<file path="src/rtl/coef_bank_dbuf_if.sv">
// Load, swap and read bundle for the double-buffered coefficient bank.
interface coef_bank_dbuf_if #(
  parameter int COEF_W = 12,
  parameter int ADDR_W = 5
);
  logic              load_start;
  logic              load_valid;
  logic [COEF_W-1:0] load_data;
  logic              load_ready;
  logic              load_done;
  logic              swap_req;
  logic              swap_ack;
  logic              swap_err;
  logic              active_bank;
  logic              rd_en;
  logic [ADDR_W-1:0] rd_addr;
  logic [COEF_W-1:0] rd_data;
  logic              rd_valid;

  modport master (
    output load_start,
    output load_valid,
    output load_data,
    output swap_req,
    output rd_en,
    output rd_addr,
    input  load_ready,
    input  load_done,
    input  swap_ack,
    input  swap_err,
    input  active_bank,
    input  rd_data,
    input  rd_valid
  );

  modport slave (
    input  load_start,
    input  load_valid,
    input  load_data,
    input  swap_req,
    input  rd_en,
    input  rd_addr,
    output load_ready,
    output load_done,
    output swap_ack,
    output swap_err,
    output active_bank,
    output rd_data,
    output rd_valid
  );
endinterface

</file>
<file path="src/rtl/coef_bank_dbuf.sv">
// Double-buffered FIR coefficient store: the shadow bank is
// streamed in while the active bank serves reads, then swapped.
module coef_bank_dbuf #(
  parameter int COEF_W = 12,
  parameter int DEPTH  = 32,
  parameter int ADDR_W = 5
) (
  input logic             clk,
  input logic             rst_n,
  coef_bank_dbuf_if.slave bus
);

  typedef enum logic [1:0] {
    IDLE,
    LOAD,
    ARMED
  } state_t;

  state_t            state;
  logic [ADDR_W-1:0] wptr;
  logic              act;
  logic              done_q;
  logic              ack_q;
  logic              err_q;
  logic [COEF_W-1:0] rd_q;
  logic              rv_q;

  logic [COEF_W-1:0] mem [2][DEPTH];

  logic wr_en;
  logic last;
  logic in_rng;

  // load_start has priority over data, so a restart never writes
  assign wr_en = (state == LOAD)
               & ~bus.load_start
               & bus.load_valid;

  assign last   = (wptr == ADDR_W'(DEPTH - 1));
  assign in_rng = (32'(bus.rd_addr) < DEPTH);

  assign bus.load_ready  = (state == LOAD);
  assign bus.load_done   = done_q;
  assign bus.swap_ack    = ack_q;
  assign bus.swap_err    = err_q;
  assign bus.active_bank = act;
  assign bus.rd_data     = rd_q;
  assign bus.rd_valid    = rv_q;

  always_ff @(posedge clk) begin
    if (!rst_n) begin
      state  <= IDLE;
      wptr   <= '0;
      act    <= 1'b0;
      done_q <= 1'b0;
      ack_q  <= 1'b0;
      err_q  <= 1'b0;
    end else begin
      done_q <= 1'b0;
      ack_q  <= 1'b0;
      err_q  <= bus.swap_req
              & (state != ARMED);
      unique case (state)
        IDLE: begin
          if (bus.load_start) begin
            state <= LOAD;
            wptr  <= '0;
          end
        end
        LOAD: begin
          if (bus.load_start) begin
            wptr <= '0;
          end else if (bus.load_valid) begin
            if (last) begin
              state  <= ARMED;
              wptr   <= '0;
              done_q <= 1'b1;
            end else begin
              wptr <= wptr + ADDR_W'(1);
            end
          end
        end
        ARMED: begin
          if (bus.swap_req) begin
            act   <= ~act;
            ack_q <= 1'b1;
            state <= IDLE;
          end else if (bus.load_start) begin
            state <= LOAD;
            wptr  <= '0;
          end
        end
        default: state <= IDLE;
      endcase
    end
  end

  // Shadow is always the bank not being read
  always_ff @(posedge clk) begin
    if (!rst_n) begin
      for (int i = 0; i < DEPTH; i++) begin
        mem[0][i] <= '0;
        mem[1][i] <= '0;
      end
    end else if (wr_en) begin
      mem[~act][wptr] <= bus.load_data;
    end
  end

  always_ff @(posedge clk) begin
    if (!rst_n) begin
      rd_q <= '0;
      rv_q <= 1'b0;
    end else begin
      rv_q <= bus.rd_en;
      if (bus.rd_en) begin
        rd_q <= in_rng
              ? mem[act][bus.rd_addr]
              : '0;
      end
    end
  end

endmodule

</file>
<file path="src/flat_wrapper.sv">
// flat-port wrapper written by rule: the top's interface ports become plain ports
module coef_bank_dbuf_flat 
#(
  parameter int COEF_W = 12,
  parameter int DEPTH  = 32,
  parameter int ADDR_W = 5
)
  (clk, rst_n, bus_load_start, bus_load_valid, bus_load_data, bus_swap_req, bus_rd_en, bus_rd_addr, bus_load_ready, bus_load_done, bus_swap_ack, bus_swap_err, bus_active_bank, bus_rd_data, bus_rd_valid);
  coef_bank_dbuf_if #(.COEF_W(COEF_W), .ADDR_W(ADDR_W)) bus_i ();
  input logic clk;
  input logic rst_n;
  input wire logic [$bits(bus_i.load_start)-1:0] bus_load_start;
  input wire logic [$bits(bus_i.load_valid)-1:0] bus_load_valid;
  input wire logic [$bits(bus_i.load_data)-1:0] bus_load_data;
  input wire logic [$bits(bus_i.swap_req)-1:0] bus_swap_req;
  input wire logic [$bits(bus_i.rd_en)-1:0] bus_rd_en;
  input wire logic [$bits(bus_i.rd_addr)-1:0] bus_rd_addr;
  output wire logic [$bits(bus_i.load_ready)-1:0] bus_load_ready;
  output wire logic [$bits(bus_i.load_done)-1:0] bus_load_done;
  output wire logic [$bits(bus_i.swap_ack)-1:0] bus_swap_ack;
  output wire logic [$bits(bus_i.swap_err)-1:0] bus_swap_err;
  output wire logic [$bits(bus_i.active_bank)-1:0] bus_active_bank;
  output wire logic [$bits(bus_i.rd_data)-1:0] bus_rd_data;
  output wire logic [$bits(bus_i.rd_valid)-1:0] bus_rd_valid;
  assign bus_i.load_start = bus_load_start;
  assign bus_i.load_valid = bus_load_valid;
  assign bus_i.load_data = bus_load_data;
  assign bus_i.swap_req = bus_swap_req;
  assign bus_i.rd_en = bus_rd_en;
  assign bus_i.rd_addr = bus_rd_addr;
  assign bus_load_ready = bus_i.load_ready;
  assign bus_load_done = bus_i.load_done;
  assign bus_swap_ack = bus_i.swap_ack;
  assign bus_swap_err = bus_i.swap_err;
  assign bus_active_bank = bus_i.active_bank;
  assign bus_rd_data = bus_i.rd_data;
  assign bus_rd_valid = bus_i.rd_valid;
  coef_bank_dbuf #(.COEF_W(COEF_W), .DEPTH(DEPTH), .ADDR_W(ADDR_W)) u_core (.clk(clk), .rst_n(rst_n), .bus(bus_i));
endmodule
</file>
<file path="config.mk">
export PLATFORM = sky130hd
export DESIGN_NAME = coef_bank_dbuf_flat
export DESIGN_NICKNAME = d
export VERILOG_FILES = /design/src/rtl/coef_bank_dbuf_if.sv /design/src/rtl/coef_bank_dbuf.sv /design/src/flat_wrapper.sv
export SDC_FILE = /design/constraint.sdc
export NUM_CORES = 1
export LEC_CHECK = 0
export ABC_AREA = 1
export CAP_MARGIN = 10
export CORE_UTILIZATION = 64
export CTS_CLUSTER_SIZE = 30
export DETAILED_ROUTE_END_ITERATION = 6
export DONT_BUFFER_PORTS = 1
export GPL_TIMING_DRIVEN = 0
export PLACE_DENSITY = 0.82
export REMOVE_ABC_BUFFERS = 1
export SKIP_CTS_REPAIR_TIMING = 1
export SLEW_MARGIN = 20
export SYNTH_ARGS = -nofsm -noshare
export SYNTH_HDL_FRONTEND = slang
export SYNTH_SLANG_ARGS = --single-unit
</file>
<file path="constraint.sdc">
create_clock -name clk -period 3.03 [get_ports clk]
set_clock_uncertainty 0.15 [all_clocks]
set_input_delay 0.303 -clock clk [delete_from_list [all_inputs] [get_ports clk]]
set_output_delay 0.303 -clock clk [all_outputs]
set_load 0.005 [all_outputs]
</file>
==> results of run 1 <==
==> cells in the mapped netlist <==
master	number
nand2_1	947
nor2_1	796
edfxtp_1	768
nand3_1	746
clkbuf_1	267
buf_2	31
nand3_2	30
inv_1	29
dfxtp_1	25
buf_1	23
inv_2	17
a21oi_1	8
nor3_2	8
a211oi_1	5
ha_1	5
buf_4	4
nor2_4	4
nor3_1	3
clkinv_1	2
a31oi_1	1
nand4_1	1
nor2_2	1
o21ai_0	1
o21ai_1	1
o31ai_1	1
or2_2	1
==> stage by stage <==
stage	cell area, um2	cells
after detailed placement	36200	4172
after global placement	35600	4148
after floorplan	34600	3400
final	39800	4369
after CTS	38600	4315
after global routing	39800	4369
==> logic make-up after synthesis <==
family	synth area share
simple gates	0.299
flops	0.656
buf+inv	0.0405
compound gates	0.00282
fa+ha+maj	0.00174
==> where the power goes <==
group / leakage [nW] / internal (mW) / switching [mW]
combinational: 6.14 / 0.456 / 1.29
clock: 1.17 / 5.09 / 4.14
sequential: 8.14 / 12.4 / 0.143
==> registers in the layout, indices dropped and copies added, names as in the netlist, named ones only <==
register,count
u_core.bus.active_bank,1
u_core.bus.load_done,1
u_core.bus.rd_data,12
u_core.bus.rd_valid,1
u_core.bus.swap_ack,1
u_core.bus.swap_err,1
u_core.mem,768
u_core.state,2
u_core.wptr,5
==> routing by layer <==
layer,vias up,part of all wire,global-route usage
met1,12900,0.34,0.453
met3,332,0.14,0.0671
met2,2212,0.47,0.521
met5,-,0,0
li1,12200,-,-
met4,0,0.044,0.161
==> worst paths after layout <==
| kind | startpoint | cells past startpoint | to | slack [ns] |
|---|---|---|---|---|
| setup reg to reg | u_core.state[0] | 9 | u_core.mem[0][139] | -0.05 |
| setup / recovery | u_core.state[0] | 9 | u_core.mem[0][139] | -0.05 |
| hold reg to reg | u_core.bus.rd_data[7] | 4 | u_core.bus.rd_data[7] | 0.42 |
| hold / removal | rst_n | 1 | u_core.mem[0][80] | -0.16 |
==> layout make-up <==
type                            instances  area (um2)  area share
Antenna cell                            2        5.00    0.000126
Clock buffer                           98        2100      0.0528
Clock inverter                         45         273     0.00686
Inverter                               48         249     0.00626
Multi-Input combinational cell       2559       11300       0.285
Sequential cell                       793       23600       0.593
Tap cell                              748         936      0.0235
Timing Repair Buffer                   75        1280      0.0323
Timing Repair inverter                  1        11.3    0.000283
==> worst max-delay path: cells and delay by family, from the launching register on <==
kind | cells | cell delay (ns)
flip-flops | 1 | 0.36
buffers and inverters | 3 | 0.39
AND/OR/NAND/NOR | 6 | 1.82
==> reports/qor.txt, run 1 <==
Fraction of layout instances using a drive strength above 1 - 0.0846
CTS tree - done
Placeable Area - 55,300 um2
Via count - 27,700
Final Max Tran Viols - 0
Worst Path Arrival - 3.23 ns
Worst-margin pin slew - 1.05 ns
CTS HTree Levels - 3
WHS - -0.159 ns
Num ports - 41
PortBufs - 0
Nets - 3,586
Syn avg cell area - 9.64 um2
Via density - 6.33
Clock Sink Count - 793
Cells after synthesis - 3,725
Relative slew slack - 0.298
RSZ-0062 raised after global routing - yes
Synth area leader - edfxtp_1
Mapped Area - 35,900 um2
Clock root cell - clkbuf_16
Sequential-to-total area share from yosys stat - 0.656
Area contributors post-synth - edfxtp_1 64%, nand3_1 10%, nand2_1 9.9%
Post-synth top area share - 0.642
Clock Pin Slew Worst Setup and Hold Paths - 0.06 ns
TritonRoute pass-1 iters - 7
Post-DR wirelength/cell - 22.8 um
Maximum clock frequency - 325 MHz
Period utilization - 1.02
Worst setup margin - -0.0511 ns
# rows - 86
Most frequent cells in the layout - 885 x nand2_1, 796 x nor2_1, 768 x edfxtp_1
Initial antenna violation count - 2
Die height - 239 um
Largest net degree at the start of global routing - 194
HPWL after DPL - 52,800 um
HP Class - in -> reg
Crit Path Class - reg -> reg
Peak VDD IR - 0.544 mV
Final min period - 3.08 ns
Setup TNS - -2.17 ns
Drt total wl - 99,400 um
RePlAce Congestion - 0.882
Worst-path maximum fanout - 13
Worst EP required - 3.18 ns
GR Overflow Total - 0
Crit path cell chain - inv_2, nor2_4, inv_2, nor2_1, nand3_2, nor2_4, buf_4, nand3_1, nand2_4
Synth warn - 0
PwrDens - 590 nW/um2
Drt drc - 1
LEAKAGE - 15.4 nW
Clock Path Buffers - 3
Later-pin clock latency in the skew report - 0.64 ns
Slowest-stage cell, CP - nand3_1
Final-report setup violation count - 84
Vias in the first global route - 24,900
Die area - 57,100 um2
GRT Total Usage - 0.334
Final hold violation count - 411
Failing checks - DRC, hold timing, setup timing
CP max stage delay - 0.49 ns
Synth unique cells - 26
CP endpoint kind - flop
Tot Pwr - 23.5 mW
Chip width - 239 um
Max-cap violations - 0
Area delta synth->final - 10.7%
Flops & latches, synth - 793
Most common cell after layout, fill and taps aside - nand2_1
CTS Buf Count - 80
Status - finished, violations left
Layout fillers - 3,685
Wire length of the first global-routing pass - 142,000 um
Final core occ - 0.719
Place WS - -0.755 ns
Initial Util - 0.649
Iter 0 DRT Violations - 4,879
Detail Route Antenna Nets - 0
CP Launch Type - flop
(Power assumes the default switching activity.)
==> run 2: changes to the inputs <==
--- a/config.mk
+++ b/config.mk
@@ -12,7 +12,8 @@
 export DETAILED_ROUTE_END_ITERATION = 6
 export DONT_BUFFER_PORTS = 1
 export GPL_TIMING_DRIVEN = 0
-export PLACE_DENSITY = 0.82
+export HOLD_SLACK_MARGIN = 0.1
+export PLACE_DENSITY = 0.8
 export REMOVE_ABC_BUFFERS = 1
 export SKIP_CTS_REPAIR_TIMING = 1
 export SLEW_MARGIN = 20
==> run 2 against run 1 <==
  * Flip-flop and latch count is the same
  * Cell area up 0.50%
  * Non-clock buffer count down 6
  * Register-to-register slack better by 0.11 ns
  * The flow finishes with violations (DRC, hold timing)
  * Critical path depth unchanged
  * Count of clock-buffer cells in the layout unchanged
  * Sequential power is essentially flat
  * Sequential share of layout area is 0.30 points lower
  * Via count is 0.44% lower
  * Core utilization rose by 0.36 points
  * Critical endpoint is now u_core.mem[1][122]
  * First-iteration DRC count is 5.5% lower
  * Combinational power is essentially flat
==> reports/qor.txt, run 2 (synthesized netlist as in run 1, its figures left out) <==
Drt total wl - 97,900 um (-1.5%)
Layout fillers - 3,771 (+2.3%)
Max-cap violations - 0 (unchanged)
Placeable Area - 55,300 um2 (unchanged)
PortBufs - 0 (unchanged)
Num ports - 41 (unchanged)
RePlAce Congestion - 0.872 (-1.1%)
P_sw - 5.59 mW (+0.34%)
Final core occ - 0.722 (+0.00360)
CP Launch Type - flop
Crit Path Class - reg -> reg
Largest net degree at the start of global routing - 194 (unchanged)
Cell area after layout - 40,000 um2 (+0.50%)
Antenna diode count - 0 (-2)
Die area - 57,100 um2 (unchanged)
Maximum clock frequency - 336 MHz (+3.7%)
Crit path from - u_core.state[0]
Area delta synth->final - 11.2%
Nets - 3,578 (-0.22%)
Fraction of layout instances using a drive strength above 1 - 0.0839 (-0.000667)
WHS - -0.229 ns (-0.0700 ns)
Failing checks - DRC, hold timing
CTS tree - done
Final min period - 2.97 ns (-0.109 ns)
Hold wc startpoint - rst_n
Final std cells w/o fill - 4,360 (-0.21%)
Max reg flops - 768 (unchanged)
HP Class - in -> reg
CTS HTree Levels - 3 (unchanged)
Final Max Tran Viols - 0 (unchanged)
Worst-path maximum fanout - 16 (+3)
Sequential power share - 0.513 (-0.020)
Int Pwr - 18.8 mW (+4.8%)
Drt drc - 1 (unchanged)
Period utilization - 0.981 (-0.0359)
Iter 0 DRT Violations - 4,609 (-5.5%)
Relative slew slack - 0.351 (+0.0530)
Initial Util - 0.649 (unchanged)
Wire length of the first global-routing pass - 143,000 um (+0.72%)
CP endpoint kind - flop
Crit path cell chain - inv_2, nor2_2, inv_2, nor2_2, nand3_2, nor2_4, buf_12, nand3_1, nand2_4
# rows - 86 (unchanged)
Clock Pin Slew Worst Setup and Hold Paths - 0.06 ns (about the same)
Placed Cells - 4,172 (unchanged)
Chip width - 239 um (unchanged)
HPWL after DPL - 54,600 um (+3.3%)
Worst Path Arrival - 3.14 ns (-0.09 ns)
GR Overflow Total - 0 (unchanged)
Status - finished, violations left
Clock root cell - clkbuf_16
Die height - 239 um (unchanged)
Worst-margin pin slew - 0.974 ns (-0.0760 ns)
Placed cell areas - 36,300 um2 (about the same)
Switching part of the total power - 0.229 (-0.00778)
Combinational Power Share - 0.072 (-0.002)
GRT Total Usage - 0.333 (-0.000768)
Vias in the first global route - 25,600 (+2.8%)
PwrDens - 609 nW/um2 (+3.2%)
Final-report setup violation count - 0 (-100%)
Later-pin clock latency in the skew report - 0.65 ns (about the same)
Most frequent cells in the layout - 891 x nand2_1, 795 x nor2_1, 768 x edfxtp_1
Initial antenna violation count - 1 (-1)
Via density - 6.32 (-0.24%)
Final hold violation count - 552 (+34%)
Peak VDD IR - 0.472 mV (-13%)
Clock Path Buffers - 3 (unchanged)
Tot Pwr - 24.4 mW (+3.7%)
Post-DR wirelength/cell - 22.5 um (-1.3%)
Biggest register - u_core.mem
TritonRoute pass-1 iters - 7 (unchanged)
Worst EP required - 3.19 ns (about the same)
Slowest-stage cell, CP - nand3_1
Clock Sink Count - 793 (unchanged)
Detail Route Antenna Nets - 0 (unchanged)
Clock power share - 0.415 (+0.022)
CP max stage delay - 0.48 ns (about the same)
Reg2reg start - u_core.state[0]
LEAKAGE - 15.5 nW (+0.42%)
CTS Buf Count - 79 (-1.3%)
Via count - 27,500 (-0.44%)
Most common cell after layout, fill and taps aside - nand2_1
-- run 2: path summary, 6_finish.rpt --
kind                          to  slack (ns)  cells after the start
max           u_core.mem[1][122]        0.06                      9
min           u_core.mem[1][184]       -0.23                      1
max reg2reg   u_core.mem[1][122]        0.06                      9
min reg2reg  u_core.bus.swap_ack        0.34                      1
-- run 2: worst max-delay path, delay by kind of cell, from the launching register on --
family,cells,cell delay [ns]
buf+inv,3,0.36
flops,1,0.36
simple gates,6,1.76
-- run 2: final cells by class --
cell class / count / area [um2] / area share
flip-flops and latches: 793 / 23600 / 0.590
multi-input cells: 2559 / 11400 / 0.285
clock buffers: 98 / 2140 / 0.0536
repair buffers: 69 / 1160 / 0.0291
well taps: 748 / 936 / 0.0234
clock inverters: 45 / 503 / 0.0126
inverters: 48 / 241 / 0.00604
-- run 2: power by group through the flow --
stage | Sequential, mW | Clock [mW] | Combinational (mW)
finish | 12.5 | 10.1 | 1.75
global route | 12.5 | 10.5 | 1.85
CTS | 12.5 | 10.1 | 1.58
detailed placement | 12.7 | 0 | 1.57
global placement | 12.8 | 0 | 1.46
floorplan | 12.7 | 0 | 0.967
-- run 2: metal layers --
layer / vias to the layer above / track usage / part of all wire
met5: - / 0 / 0.00016
li1: 12200 / - / -
met4: 2 / 0.133 / 0.043
met3: 324 / 0.0706 / 0.14
met1: 13000 / 0.447 / 0.35
met2: 2014 / 0.535 / 0.47
-- run 2: per-stage QoR --
stage | setup TNS (ns) | setup WS [ns]
2_1_floorplan | -201.41 | -13.70
3_3_place_gp | -2850.27 | -24.93
6_report | 0 | 0.0577
3_5_place_dp | -423.64 | -0.795
4_1_cts | -432.78 | -0.800
5_1_grt | -2.86 | -0.0485
